--- src/rtl/iq_buf_writer_pkg.sv ---
// Shared types and constants for the I/Q sample-buffer write controller.
// Used by iq_buf_writer; see that file for the OVF_CNT_EN build option.
package iq_buf_writer_pkg;

  localparam int AW_DEF     = 8;
  localparam int DW_DEF     = 16;
  localparam int HALF_WORDS = 128;
  localparam int H0         = 0;
  localparam int H1         = 1;

  typedef enum logic [1:0] {
    IDLE  = 2'd0,
    FILL  = 2'd1,
    STALL = 2'd2
  } state_t;

endpackage

--- src/rtl/iq_buf_writer_if.sv ---
// Sample stream in / buffer write port out, bundled for iq_buf_writer.
// slave = the writer block, master = its environment.
interface iq_buf_writer_if #(
  parameter int AW = 8,
  parameter int DW = 16
) ();

  logic          in_valid;
  logic [DW-1:0] in_data;
  logic          wen;
  logic [AW-1:0] waddr;
  logic [DW-1:0] wdata;

  modport master (
    output in_valid,
    output in_data,
    input  wen,
    input  waddr,
    input  wdata
  );

  modport slave (
    input  in_valid,
    input  in_data,
    output wen,
    output waddr,
    output wdata
  );

endinterface

--- src/rtl/iq_buf_writer.sv ---
// Ping-pong write controller for the 2^AW x DW I/Q sample buffer.
// Define OVF_CNT_EN to add the 16-bit saturating ovf_count port.
module iq_buf_writer
  import iq_buf_writer_pkg::*;
#(
  parameter int AW = AW_DEF,
  parameter int DW = DW_DEF
) (
  input  logic        clk,
  input  logic        rst_n,
  input  logic        enable,
  iq_buf_writer_if.slave bus,
  input  logic [1:0]  half_ack,
  input  logic        ovf_clr,
  output logic [1:0]  half_ready,
  output logic        irq,
`ifdef OVF_CNT_EN
  output logic [15:0] ovf_count,
`endif
  output logic        overflow
);

  localparam int HALF = 1 << (AW - 1);
  localparam logic [AW-1:0] OFS = AW'(HALF - 1);

  state_t        state, state_d;
  logic [AW-1:0] ptr, ptr_d;
  logic          do_wr;
  logic          drop;
  logic          at_base;
  logic          blocked;
  logic          wr_last;
  logic [1:0]    set_v;

  assign at_base = (ptr & OFS) == '0;
  assign blocked = at_base & half_ready[ptr[AW-1]];

  assign wr_last = bus.wen & ((bus.waddr & OFS) == OFS);
  assign set_v[H0] = wr_last & (bus.waddr[AW-1] == 1'b0);
  assign set_v[H1] = wr_last & (bus.waddr[AW-1] == 1'b1);

  always_comb begin
    state_d = state;
    ptr_d   = ptr;
    do_wr   = 1'b0;
    drop    = 1'b0;
    unique case (state)
      IDLE: begin
        if (enable) begin
          state_d = FILL;
          ptr_d   = '0;
        end
      end
      FILL, STALL: begin
        if (!enable) begin
          state_d = IDLE;
          ptr_d   = '0;
        end else if (blocked) begin
          state_d = STALL;
          drop    = bus.in_valid;
        end else begin
          // release is seen here, so a sample right after the ack is kept
          state_d = FILL;
          if (bus.in_valid) begin
            do_wr = 1'b1;
            ptr_d = ptr + 1'b1;
          end
        end
      end
      default: begin
        state_d = IDLE;
        ptr_d   = '0;
      end
    endcase
  end

  always_ff @(posedge clk or negedge rst_n) begin
    if (!rst_n) begin
      state <= IDLE;
      ptr   <= '0;
    end else begin
      state <= state_d;
      ptr   <= ptr_d;
    end
  end

  always_ff @(posedge clk or negedge rst_n) begin
    if (!rst_n) begin
      bus.wen   <= 1'b0;
      bus.waddr <= '0;
      bus.wdata <= '0;
    end else begin
      bus.wen <= do_wr;
      if (do_wr) begin
        bus.waddr <= ptr;
        bus.wdata <= bus.in_data;
      end
    end
  end

  // set beats a coincident ack on the same bit
  always_ff @(posedge clk or negedge rst_n) begin
    if (!rst_n) begin
      half_ready <= '0;
      irq        <= 1'b0;
    end else begin
      half_ready <= (half_ready & ~half_ack) | set_v;
      irq        <= |half_ready;
    end
  end

  always_ff @(posedge clk or negedge rst_n) begin
    if (!rst_n) begin
      overflow <= 1'b0;
    end else if (drop) begin
      overflow <= 1'b1;
    end else if (ovf_clr) begin
      overflow <= 1'b0;
    end
  end

`ifdef OVF_CNT_EN
  always_ff @(posedge clk or negedge rst_n) begin
    if (!rst_n) begin
      ovf_count <= '0;
    end else if (drop) begin
      if (ovf_clr) begin
        ovf_count <= 16'd1;
      end else if (ovf_count != 16'hFFFF) begin
        ovf_count <= ovf_count + 16'd1;
      end
    end else if (ovf_clr) begin
      ovf_count <= '0;
    end
  end
`endif

endmodule

--- src/flat_wrapper.sv ---
// flat-port wrapper written by rule: the top's interface ports become plain ports
module iq_buf_writer_flat import iq_buf_writer_pkg::*;
#(
  parameter int AW = AW_DEF,
  parameter int DW = DW_DEF
)
  (clk, rst_n, enable, half_ack, ovf_clr, half_ready, irq, overflow, bus_in_valid, bus_in_data, bus_wen, bus_waddr, bus_wdata);
  iq_buf_writer_if #(.AW(AW), .DW(DW)) bus_i ();
  input  logic clk;
  input  logic rst_n;
  input  logic enable;
  input  logic [1:0] half_ack;
  input  logic ovf_clr;
  output logic [1:0] half_ready;
  output logic irq;
  output logic overflow;
  input wire logic [$bits(bus_i.in_valid)-1:0] bus_in_valid;
  input wire logic [$bits(bus_i.in_data)-1:0] bus_in_data;
  output wire logic [$bits(bus_i.wen)-1:0] bus_wen;
  output wire logic [$bits(bus_i.waddr)-1:0] bus_waddr;
  output wire logic [$bits(bus_i.wdata)-1:0] bus_wdata;
  assign bus_i.in_valid = bus_in_valid;
  assign bus_i.in_data = bus_in_data;
  assign bus_wen = bus_i.wen;
  assign bus_waddr = bus_i.waddr;
  assign bus_wdata = bus_i.wdata;
  iq_buf_writer #(.AW(AW), .DW(DW)) u_core (.clk(clk), .rst_n(rst_n), .enable(enable), .bus(bus_i), .half_ack(half_ack), .ovf_clr(ovf_clr), .half_ready(half_ready), .irq(irq), .overflow(overflow));
endmodule
--- config.mk ---
export PLATFORM = sky130hd
export DESIGN_NAME = iq_buf_writer_flat
export DESIGN_NICKNAME = d
export VERILOG_FILES = /design/src/rtl/iq_buf_writer_pkg.sv /design/src/rtl/iq_buf_writer_if.sv /design/src/rtl/iq_buf_writer.sv /design/src/flat_wrapper.sv
export SDC_FILE = /design/constraint.sdc
export NUM_CORES = 1
export LEC_CHECK = 0
export BUFFER_PORTS_ARGS = -buffer_cell sky130_fd_sc_hd__buf_2
export CAP_MARGIN = 20
export CELL_PAD_IN_SITES_DETAIL_PLACEMENT = 1
export CELL_PAD_IN_SITES_GLOBAL_PLACEMENT = 2
export CORE_UTILIZATION = 35
export CTS_CLUSTER_SIZE = 30
export DETAILED_ROUTE_END_ITERATION = 8
export PLACE_DENSITY = 0.89
export SYNTH_ARGS = -nofsm -noshare
export SYNTH_HDL_FRONTEND = slang
export SYNTH_SLANG_ARGS = --single-unit
--- constraint.sdc ---
create_clock -name clk -period 5.5 [get_ports clk]
set_input_delay 1.375 -clock clk [delete_from_list [all_inputs] [get_ports clk]]
set_output_delay 1.375 -clock clk [all_outputs]
set_load 0.05 [all_outputs]
## Yosys cells after proc, flatten, opt, wreduce, memory -nomap -nowiden

Index checks and enable logic that the tools add are counted.

- Register bits after elaboration: 39
- Input port bits: 23
- Logic and storage cells: 50
- Output and inout bits: 29

- Equality and inequality tests: 6
- Muxes and demuxes: 20
- Bitwise gates (word level): 8
- $lt $le $gt $ge: 1
- Reductions and logical operators: 6
- Add/sub/neg operators: 1

Operator list:

| kind | number |
|---|---|
| 8-bit 2-to-1 mux | 4 |
| 8-bit case mux with 2 select lines | 1 |
| 1-bit 2-to-1 mux | 11 |
| 8-bit by 1-bit adder with 8-bit output, second input constant | 1 |
| 8-bit logical NOT | 1 |
| 7-bit == test, second input constant | 1 |
| 2-bit 2-to-1 mux | 3 |
| 3-bit != test, second input constant | 2 |
| 1-bit bitwise AND | 4 |
| 2-bit case mux with 2 select lines | 1 |
| 2-bit OR reduction | 2 |
| 3-bit AND reduction | 1 |
| 2-bit bitwise AND | 1 |
| 2-bit by 1-bit == test with 1-bit output, second input constant | 1 |
| 2-bit == test, second input constant | 1 |
| 2-bit logical NOT | 1 |
| 1-bit by 2-bit < comparator with 1-bit output, second input constant | 1 |
| 2-bit != test, second input constant | 1 |
| 2-bit NOT | 1 |
| 2-bit OR | 1 |
| 2-bit nonzero test | 1 |
| 1-bit NOT | 1 |

## Logic depth before layout (Yosys ltp)

- Depth in word-level cells: 7
- Depth in mapped cells: 7

## Least setup slack after synthesis

No wires, ideal clock.

- Kind: in2reg
- From: input port enable
- To: register u_core.bus.waddr[1]
- Path buffers: 2
- Path slack: 2836 ps
- Arrival: 2539 ps
- Required time: 5375 ps
- Stages on the path: 6
- Path through: clkbuf_1 > and3_1 > nand2_8 > inv_8 > buf_12 > mux2_4

- Cells in the longest elaborated chain, start to end: 2

Ends and longest elaborated chain:

| what | line | RTL |
|---|---|---|
| start, declared | flat_wrapper.sv:11 | `input logic enable;` |
| 1-bit 2-to-1 mux | iq_buf_writer.sv:55 | `if (!enable) begin` |
| 1-bit 2-to-1 mux | iq_buf_writer.sv:47 | `unique case (state)` |
| via u_core.do_wr | iq_buf_writer.sv:28 | `logic do_wr;` |
| end signal, assigned | iq_buf_writer.sv:95 | `bus.waddr <= ptr;` |
| end, declared | iq_buf_writer_if.sv:26 | `output waddr,` |

The timed path passes the listed nets, and every way through them passes these cells.
A chain may end at the register's enable or synchronous reset.

## Worst setup path in the final report

- From: input port bus_in_valid
- To: register u_core.bus.wdata[0]

- Cells in the longest elaborated chain, start to end: 4

Ends and longest elaborated chain:

| what | line | RTL |
|---|---|---|
| start, declared | flat_wrapper.sv:17 | `input wire logic [$bits(bus_i.in_valid)-1:0] bus_in_valid;` |
| 1-bit 2-to-1 mux | iq_buf_writer.sv:64 | `if (bus.in_valid) begin` |
| 1-bit 2-to-1 mux | iq_buf_writer.sv:58 | `end else if (blocked) begin` |
| 1-bit 2-to-1 mux | iq_buf_writer.sv:55 |  |
| 1-bit 2-to-1 mux | iq_buf_writer.sv:47 |  |
| end signal, assigned | iq_buf_writer.sv:96 | `bus.wdata <= bus.in_data;` |
| end, declared | iq_buf_writer_if.sv:27 | `output wdata` |

Every way passes these cells.

==> results.py <==
metrics = {
    "grt": {
        "grt_max_degree": 40,
        "grtUsageTotal_pct": 16.71,
        "grt_pass1_wl_mm": 6.706,
        "gr-total-overflow": 0,
        "antenna_found_initial": 0,
        "grt_pass1_vias": 1326,
    },
    "clock_network": {
        "post_cts_resized": 0,
        "htreeDepth": 2,
        "numClockSinks": 39,
        "path_clk_slew_ns": 0.08,
        "post_cts_buffers": 0,
        "worstSkewPairLatency_ns": 0.29,
        "cts_tree": "done",
        "cts_buffers": 5,
        "hold_buffers": 0,
        "cts_root_buffer": "clkbuf_8",
        "clock_path_buffers": 2,
    },
    "yosys": {
        "ys_ff_latch": 39,
        "yosysSeqAreaShare_pct": 54.89,
        "yosys-top-cells-count": "39 x dfrtp_1, 14 x mux2_2, 14 x o21ai_0",
        "yosys.area.top_type": "dfrtp_1",
        "synthSimpleGateAreaFrac_pct": 11.68,
        "synthAdderAreaFrac_pct": 2.815,
        "netlist_instances": 137,
        "synth-compound-area-share_pct": 10.27,
        "synth_ff_type": "dfrtp_1",
        "synth_xor_area_share_pct": 0,
        "synth_top_area_share_pct": 54.89,
        "synth_top_family_by_area": "multiplexers",
        "yosysUniqueCellTypes": 32,
        "synth_area_um2": 1778,
        "synthArstFlopShare_pct": 100.0,
        "ys_warn_count": 0,
        "synth_mux_area_share_pct": 15.62,
        "synth-edff-count": 0,
        "yosysMostFrequentCell": "dfrtp_1",
        "syn_nets": 164,
        "syn_avg_cell_area_um2": 12.98,
        "synthTopCellsByArea": "dfrtp_1 55%, mux2_2 8.9%, mux2_4 6.8%",
    },
    "pwr": {
        "ir_worst_vdd_mv": 0.3082,
        "power_leakage_uw": 0.001056,
        "powerDensity_nw_per_um2": 504.3,
        "finalPower_uw": 1089,
        "p_sw_share_pct": 45.40,
        "clkPwrFrac_pct": 17.4,
        "p_switching_uw": 494.4,
        "seq_power_share_pct": 37.2,
        "internal-power_uw": 594.6,
        "combinationalPowerShare_pct": 45.5,
    },
    "flow_run": {
        "cap_violations": 0,
    },
    "die": {
        "die_y_um": 73.28,
        "boundaryPins": 52,
        "rows": 25,
        "core_um2": 4817,
        "die_x_um": 73.28,
        "start_util_pct": 36.91,
        "dieArea_um2": 5369,
    },
    "finish": {
        "drive_above_1_share_pct": 45.55,
        "area.growth.synth_to_final_pct": 21.46,
        "fill_cells": 549,
        "num_antenna_cells": 0,
        "fin_nets": 217,
    },
    "critical_path": {
        "worst_path_max_delay_cell": "and3_1",
        "r2r-start": "u_core.state[0]",
        "end_kind": "flop",
        "worst-r2r-cell-count": 6,
        "crit_chain": "buf_2, and3_1, nand2_8, inv_8, mux2_2",
        "critPathKind": "primary input to flop",
        "worstPathRequired_ns": 5.67,
        "crit_fanout": 19,
        "crit_path_max_incr_delay_ns": 0.37,
        "startpoint": "bus_in_valid",
        "critPathBufInv": 2,
        "critical-path-top-delay-family": "simple AND/OR/NAND/NOR gates",
        "cp.depth": 5,
        "crit_arrival_ns": 2.55,
        "start_kind": "primary input",
    },
    "route": {
        "first_iter_violations": 53,
        "drc": 0,
        "num_vias": 1274,
        "routed_wl_mm": 4.137,
        "drt_pass1_iterations": 4,
        "ant_nets": 0,
        "vias_per_cell": 4.938,
        "wl_per_cell_um": 16.03,
    },
    "sta": {
        "fin_hold_ws_ns": 0.4981,
        "worst_slew_pin_slew_ns": 0.8465,
        "period_share_pct": 43.24,
        "finalMaxSlewViolations": 0,
        "skew_ns": 0.006797,
        "grt_setup_unrepaired": "no",
        "hold_violations": 0,
        "max_freq_mhz": 420.5,
        "setup_viol_count_final": 0,
        "setup_tns_ns": 0,
        "slew_headroom_pct": 43.57,
        "finalCriticalPeriod_ns": 2.378,
    },
    "min_path": {
        "holdPathStages": 2,
        "hp-class": "flop to flop",
        "hp-start": "u_core.half_ready[1]",
    },
    "run_status": {
        "outcome": "finished, final reports clean",
    },
    "place": {
        "dp_hpwl_mm": 3.084,
        "gp_congestion": 0.8166,
        "port_buffers": 51,
    },
}
-- per-layer routing --
| layer | GRT usage, % | wire [um] | vias up |
|---|---|---|---|
| met5 | 0 | 0 | - |
| met4 | 7.190 | 89 | 0 |
| met3 | 2.469 | 111 | 6 |
| met2 | 28.40 | 2166 | 25 |
| met1 | 21.17 | 1770 | 644 |
| li1 | - | - | 599 |
-- metrics by stage --
step | util (%) | instance area [um^2] | setup WS [ns] | std cells
5_1_grt | 44.83 | 2160 | 3.099 | 258
2_1_floorplan | - | 1778 | 2.836 | 137
3_5_place_dp | 43.06 | 2074 | 2.824 | 250
6_report | 44.83 | 2160 | 3.122 | 258
4_1_cts | 44.83 | 2160 | 3.132 | 258
3_3_place_gp | 43.06 | 2074 | 2.900 | 250
-- area by class of cell --
cell class              count  area (um^2)  share of cell area (%)
flip-flops and latches     39        975.9                   45.19
multi-input cells          84        718.2                   33.26
repair buffers             51        255.2                   11.82
well taps                  67        83.83                   3.882
clock buffers               6        72.57                   3.360
inverters                   9        41.29                   1.912
clock inverters             2        12.51                  0.5794
-- cells by family after synthesis --
logic type	after synthesis
AOI/OAI and AO/OA	29
adders and majority gates	4
buffers and inverters	14
DFF	39
muxes	22
and+or+nand+nor	29
-- tightest hold or removal path: stages (launching register included) --
cell	delay (ns)
dfrtp_1	0.36
inv_1	0.05
nand2_1	0.06
-- sequential cells by signal, summed over array words and instances (netlist names) --
name / cells
u_core.state: 2
u_core.bus.wdata: 16
u_core.overflow: 1
u_core.ptr: 8
u_core.bus.wen: 1
u_core.bus.waddr: 8
u_core.half_ready: 2
u_core.irq: 1
-- cells in the final DEF, fill, tap and decap left out --
master | synthesis | routed
nand2b_1 | 1 | 1
a21o_2 | 1 | 1
dfrtp_1 | 39 | 39
ha_1 | 4 | 4
o211ai_1 | 2 | 2
or3_1 | 1 | 1
inv_8 | 1 | 1
o22ai_1 | 1 | 1
nand4_1 | 7 | 7
nand4b_4 | 1 | 1
clkinv_2 | 0 | 1
nor2b_1 | 1 | 1
nor2_1 | 1 | 1
o32ai_1 | 2 | 2
nand3_1 | 1 | 1
mux2_4 | 8 | 8
and2_2 | 1 | 1
and3_1 | 1 | 1
a211o_2 | 1 | 1
nand2_1 | 9 | 9
a31oi_1 | 3 | 3
and2_1 | 1 | 1
nor4_4 | 1 | 1
nand2_8 | 1 | 1
clkbuf_8 | 0 | 5
clkinvlp_4 | 0 | 1
clkbuf_1 | 3 | 1
and4_1 | 2 | 2
a22o_1 | 3 | 3
a21oi_1 | 2 | 2
mux2_2 | 14 | 14
buf_2 | 0 | 51
o21ai_0 | 14 | 14
inv_1 | 8 | 8
-- worst paths after layout --
check | endpoint | slack (ns)
worst max-delay path | u_core.bus.wdata[0] | 3.12
worst min-delay path | u_core.irq | 0.50
worst max register to register | u_core.bus.wdata[0] | 3.62
worst min register to register | u_core.irq | 0.50
max in group asynchronous | u_core.bus.wdata[5] | 3.78
min in group asynchronous | u_core.ptr[2] | 1.18
-- power groups by stage --
| stage | registers [uW] | clock network [uW] | logic (uW) |
|---|---|---|---|
| 4_1_cts | 406 | 195 | 499 |
| 3_5_place_dp | 410 | 0 | 500 |
| 2_1_floorplan | 639 | 0 | 151 |
| 3_3_place_gp | 406 | 0 | 485 |
| 6_report | 405 | 189 | 495 |
| 5_1_grt | 416 | 205 | 518 |
Note: power is estimated with default switching activity, not from simulation.
